==> config.mk <==
export PLATFORM = sky130hd
export DESIGN_NAME = inner_dot_sched
export DESIGN_NICKNAME = d
export VERILOG_FILES = /design/src/rtl/inner_dot_sched.sv
export SDC_FILE = /design/constraint.sdc
export NUM_CORES = 1
export LEC_CHECK = 0
export ABC_AREA = 1
export CAP_MARGIN = 20
export CORE_MARGIN = 2
export CORE_UTILIZATION = 60
export CTS_CLUSTER_DIAMETER = 200
export CTS_CLUSTER_SIZE = 25
export DETAILED_ROUTE_END_ITERATION = 10
export GPL_TIMING_DRIVEN = 1
export PLACE_DENSITY = 0.95
export SLEW_MARGIN = 25
export SYNTH_ARGS = -nofsm -noshare
export SYNTH_HDL_FRONTEND = slang
export SYNTH_SLANG_ARGS = --single-unit
==> constraint.sdc <==
create_clock -name clk -period 2.91 [get_ports clk]
set_input_delay 0.7275 -clock clk [delete_from_list [all_inputs] [get_ports clk]]
set_output_delay 0.7275 -clock clk [all_outputs]
set_load 0.01 [all_outputs]
==> src/rtl/inner_dot_sched.sv <==
// Slot sequencer for the shared 9-tap dot-product datapath: arbitrates conv/connect operands,
// tags returning results and folds the three connect partial dots of each pass into one sum.
module inner_dot_sched #(
    parameter int SUM_WIDTH  = 21,
    parameter int CNT_MAX    = 69,
    parameter int CONN_SLOT0 = 34,
    parameter int CONN_SLOT1 = 50,
    parameter int CONN_SLOT2 = 66,
    parameter int DOT_LAT    = 2,
    parameter int PASS_W     = 8
) (
    input  logic                         clk,
    input  logic                         rst_n,
    input  logic                         start,
    input  logic [PASS_W-1:0]            num_pass,
    input  logic                         conv_rdy,
    input  logic                         conn_rdy,
    input  logic signed [SUM_WIDTH-1:0]  dot,
    output logic [$clog2(CNT_MAX)-1:0]   cnt,
    output logic                         in_vld,
    output logic                         conv_ack,
    output logic                         conn_ack,
    output logic                         busy,
    output logic                         done,
    output logic                         res_vld,
    output logic                         res_is_conn,
    output logic [$clog2(CNT_MAX)-1:0]   res_cnt,
    output logic signed [SUM_WIDTH+1:0]  conn_sum,
    output logic                         conn_sum_vld
);

    localparam int CW = $clog2(CNT_MAX);
    localparam int DW = (DOT_LAT > 1) ? $clog2(DOT_LAT) : 1;

    localparam logic [1:0] IDLE  = 2'd0;
    localparam logic [1:0] RUN   = 2'd1;
    localparam logic [1:0] DRAIN = 2'd2;

    logic [1:0]        state;
    logic [PASS_W-1:0] pass_cnt;
    logic [PASS_W-1:0] pass_num;
    logic [DW-1:0]     drain_cnt;
    logic              is_conn;
    logic              issue;
    logic              last_slot;
    logic              last_pass;

    logic [DOT_LAT-1:0] pipe_vld;
    logic [DOT_LAT-1:0] pipe_conn;
    logic [CW-1:0]      pipe_cnt [DOT_LAT];

    logic signed [SUM_WIDTH+1:0] acc;
    logic signed [SUM_WIDTH+1:0] dot_ext;

    always_comb begin
        is_conn   = (cnt == CW'(CONN_SLOT0)) || (cnt == CW'(CONN_SLOT1)) || (cnt == CW'(CONN_SLOT2));
        issue     = (state == RUN) && (is_conn ? conn_rdy : conv_rdy);
        in_vld    = issue;
        conv_ack  = issue && !is_conn;
        conn_ack  = issue && is_conn;
        last_slot = (cnt == CW'(CNT_MAX - 1));
        // pass_num is never 0 once a job runs, so the subtraction cannot wrap
        last_pass = (pass_cnt == PASS_W'(pass_num - PASS_W'(1)));
        busy      = (state != IDLE);
        done      = (state == DRAIN) && (drain_cnt == DW'(DOT_LAT - 1));
    end

    always_ff @(posedge clk or negedge rst_n) begin
        if (!rst_n) begin
            state     <= IDLE;
            cnt       <= '0;
            pass_cnt  <= '0;
            pass_num  <= '0;
            drain_cnt <= '0;
        end else begin
            case (state)
                IDLE: begin
                    if (start) begin
                        pass_num  <= (num_pass == '0) ? PASS_W'(1) : num_pass;
                        pass_cnt  <= '0;
                        cnt       <= '0;
                        drain_cnt <= '0;
                        state     <= RUN;
                    end
                end
                RUN: begin
                    if (issue) begin
                        if (last_slot) begin
                            cnt      <= '0;
                            pass_cnt <= pass_cnt + PASS_W'(1);
                            if (last_pass) begin
                                state     <= DRAIN;
                                drain_cnt <= '0;
                            end
                        end else begin
                            cnt <= cnt + CW'(1);
                        end
                    end
                end
                DRAIN: begin
                    if (done) begin
                        state <= IDLE;
                    end else begin
                        drain_cnt <= drain_cnt + DW'(1);
                    end
                end
                default: state <= IDLE;
            endcase
        end
    end

    // Tag pipe matches the datapath latency so each returning dot carries its slot identity
    always_ff @(posedge clk or negedge rst_n) begin
        if (!rst_n) begin
            pipe_vld  <= '0;
            pipe_conn <= '0;
            for (int i = 0; i < DOT_LAT; i++) begin
                pipe_cnt[i] <= '0;
            end
        end else begin
            pipe_vld[0]  <= issue;
            pipe_conn[0] <= is_conn;
            pipe_cnt[0]  <= cnt;
            for (int i = 1; i < DOT_LAT; i++) begin
                pipe_vld[i]  <= pipe_vld[i-1];
                pipe_conn[i] <= pipe_conn[i-1];
                pipe_cnt[i]  <= pipe_cnt[i-1];
            end
        end
    end

    assign res_vld     = pipe_vld[DOT_LAT-1];
    assign res_is_conn = pipe_conn[DOT_LAT-1];
    assign res_cnt     = pipe_cnt[DOT_LAT-1];
    assign dot_ext     = {{2{dot[SUM_WIDTH-1]}}, dot};

    // The first connect slot loads rather than adds, so each pass starts a fresh sum
    always_ff @(posedge clk or negedge rst_n) begin
        if (!rst_n) begin
            acc          <= '0;
            conn_sum     <= '0;
            conn_sum_vld <= 1'b0;
        end else begin
            conn_sum_vld <= 1'b0;
            if (res_vld && res_is_conn) begin
                if (res_cnt == CW'(CONN_SLOT0)) begin
                    acc <= dot_ext;
                end else begin
                    acc <= acc + dot_ext;
                end
                if (res_cnt == CW'(CONN_SLOT2)) begin
                    conn_sum     <= acc + dot_ext;
                    conn_sum_vld <= 1'b1;
                end
            end
        end
    end

endmodule
==> flow_summary.json, run 1 <==
{
  "status": "finished clean",
  "ir_drop_uv": 428,
  "p_int_uw": 3180,
  "netlist_instances": 785,
  "grt_pass1_wl_mm": 22.7,
  "num_rows": 35,
  "hp-class": "primary input to asynchronous set/reset pin",
  "worstSkewPairLatency_ps": 370,
  "overflow": 0,
  "num_vias": 5200,
  "viasPerCell": 5.33,
  "wirelength_mm": 13.4,
  "ys_ff_latch": 91,
  "yosys-top-cells-count": "nand2_1 (261), inv_1 (97), dfrtp_1 (91)",
  "setup_viol": 0,
  "pin_count": 79,
  "nNetsFinal": 922,
  "cts_tree": "built",
  "arrival_ps": 2000,
  "numClockSinks": 91,
  "timing.rr.start": "acc[0]",
  "avgSynthCellArea_um2": 7.14,
  "firstDrtPassIters": 5,
  "r2r_cells": 13,
  "max-clock-path-buffers": 2,
  "ant_nets": 0,
  "fmax_ghz": 0.366,
  "grt_start_max_net_pins": 59,
  "clkTransAtPathRegs_ps": 100,
  "worstSetupStartpoint": "state[0]",
  "synth_top_area_share_pct": 40.6,
  "p_comb_share_pct": 53.0,
  "antennaDiodeCount": 0,
  "portBuffers": 78,
  "cap_viol_max_count": 0,
  "yosysMostFrequentCell": "nand2_1",
  "syn_area_um2": 5610,
  "critPathLaunchType": "flip-flop",
  "drtIter0Drc": 184,
  "syn-num-nets": 847,
  "crit_path_end_kind": "output pin",
  "skew_ps": 7.99,
  "layout.cells.non_filler": 976,
  "power.share.sequential_pct": 32.4,
  "yosysSeqAreaShare_pct": 40.6,
  "synth_edf_count": 0,
  "synth_area_leaders": "dfrtp_1 (41%), nand2_1 (17%), inv_1 (6.5%)",
  "path_class": "flip-flop to output pin",
  "worst_pin_slew_ps": 795,
  "die_height_um": 101,
  "p_leak_uw": 0.00349,
  "final.min_clock_period_ps": 2730,
  "drive_gt1_share_pct": 5.09,
  "place_hpwl_mm": 9.73,
  "powerDensity_nw_per_um2": 879,
  "yosysTopAreaCell": "dfrtp_1",
  "fin_setup_tns_ps": 0,
  "initial_utilization_pct": 61.3,
  "syn_to_final_growth_pct": 19.1,
  "pwr-share-clk_pct": 14.6,
  "ys.flop_type": "dfrtp_1",
  "yosys_warnings": 0,
  "cts-buffers-inserted": 9,
  "grt_pass1_vias": 5050,
  "slew_headroom_pct": 46.9,
  "power_switching_uw": 2690,
  "required_ps": 2180,
  "seq_area_um2": 2280,
  "finalCritPeriodShare_pct": 93.8,
  "nFillCells": 694,
  "slew_violations": 0,
  "placed_cells": 958,
  "hold_buffers": 0,
  "antenna_found_initial": 0,
  "switching_share_pct": 45.9,
  "die_w_um": 101,
  "grt_setup_unrepaired": "no",
  "holdWs_ps": 290,
  "cts_root_buffer": "clkbuf_8",
  "gp_congestion": 1.03,
  "ctsHtreeMaxLevel": 3,
  "ys_types": 34,
  "async_reset_ff_share_pct": 100,
  "finalHoldViolCount": 0,
  "post_drt_wl_per_cell_um": 13.7,
  "core_um2": 9150,
  "die-area_um2": 10100,
  "cp_max_fo": 7,
  "drcViolationCount": 0,
  "p_total_uw": 5870,
  "track_usage_pct": 28.1,
  "multi_input_area_um2": 2820
}
[layout by cell type (no fill, tap or decap), drive strengths merged, types with 13 or more instances in the layout]
master and n:
clkdlybuf4s50 75, o21ai 44, inv 106, nand4 13, nor2 83, a21oi 35, ha 27, dfrtp 91
nand2 265, xor2 15, nand3 54
[timing repair]
action                     4_1_cts  5_1_grt
setup endpoints to repair        1        1
resized for setup                2        1
buffers inserted                 2        0
hold endpoints to repair         0        0
[path summary, 6_finish.rpt]
| check | slack, ps | end |
|---|---|---|
| worst min register to register | 360 | res_cnt[4] |
| worst min-delay path | 290 | acc[7] |
| worst max-delay path | 180 | conv_ack |
| min in group clk | 360 | res_cnt[4] |
| worst max register to register | 760 | acc[12] |
| max in group asynchronous | 1970 | pass_num[7] |
[routing by layer]
layer,wire length [um],up-vias,global-route usage [%]
li1,-,2625,-
met1,5620,2363,34.1
met2,6560,180,49.9
met3,824,32,4.85
met4,361,0,10.5
met5,0,-,0
[final cells by class]
type                       instances  share of cell area [%]
multi-input combinational        568                    42.2
sequential                        91                    34.1
timing repair buffer              88                    13.0
inverter                         102                    5.73
tap                              111                    2.08
clock buffer                      10                    2.06
clock inverter                     6                   0.824
[cell families (layout without fill, tap and decap cells)]
logic type	Yosys count	after routing	synth area share [%]
DFF	91	91	40.6
and+or+nand+nor	425	425	31.2
adders and majority gates	28	28	6.38
AOI/OAI and AO/OA	94	94	9.39
buffers and inverters	126	206	9.10
xor gates and xnor gates	21	21	3.28
[metrics by stage]
| stage | instance area [um2] | setup WS (ps) | utilization (%) |
|---|---|---|---|
| final | 6680 | 181 | 73.0 |
| after detailed placement | 6470 | -18.9 | 70.7 |
| after global placement | 6470 | 71.5 | 70.7 |
| after floorplan | 5610 | 685 | - |
| after global routing | 6680 | 24.0 | 73.0 |
| after CTS | 6680 | 105 | 72.9 |
[flip-flops by register name, indices dropped and copies added, names as in the netlist, 7 cells and up]
name      count
acc          23
cnt           7
conn_sum     23
pass_cnt      8
pass_num      8
pipe_cnt      7
res_cnt       7
[worst max-delay path, cell delays in order, from the launching register on]
cell and delay [ps]:
dfrtp_1 420, inv_1 90, nor2_2 260, inv_1 190
nor2_1 140, clkdlybuf4s50_1 540
[power by group through the flow]
stage | sequential, uW | combinational [uW] | clock (uW)
2_1_floorplan | 1890 | 2240 | 0
3_3_place_gp | 1910 | 2950 | 0
3_5_place_dp | 1920 | 3040 | 0
4_1_cts | 1900 | 3080 | 868
5_1_grt | 1950 | 3540 | 922
6_report | 1900 | 3110 | 858
Note: power is estimated with default switching activity, not from simulation.
==> inputs of run 2 (changes only) <==
SKIP_LAST_GASP = 1   (was default)
==> results of run 2 <==
Final layout, timing and power as in run 1 (identical DEF).
==> inputs of run 3 (changes only) <==
CAP_MARGIN = 5   (was 20)
==> results of run 3 <==
Final layout, timing and power as in run 1 (identical DEF).
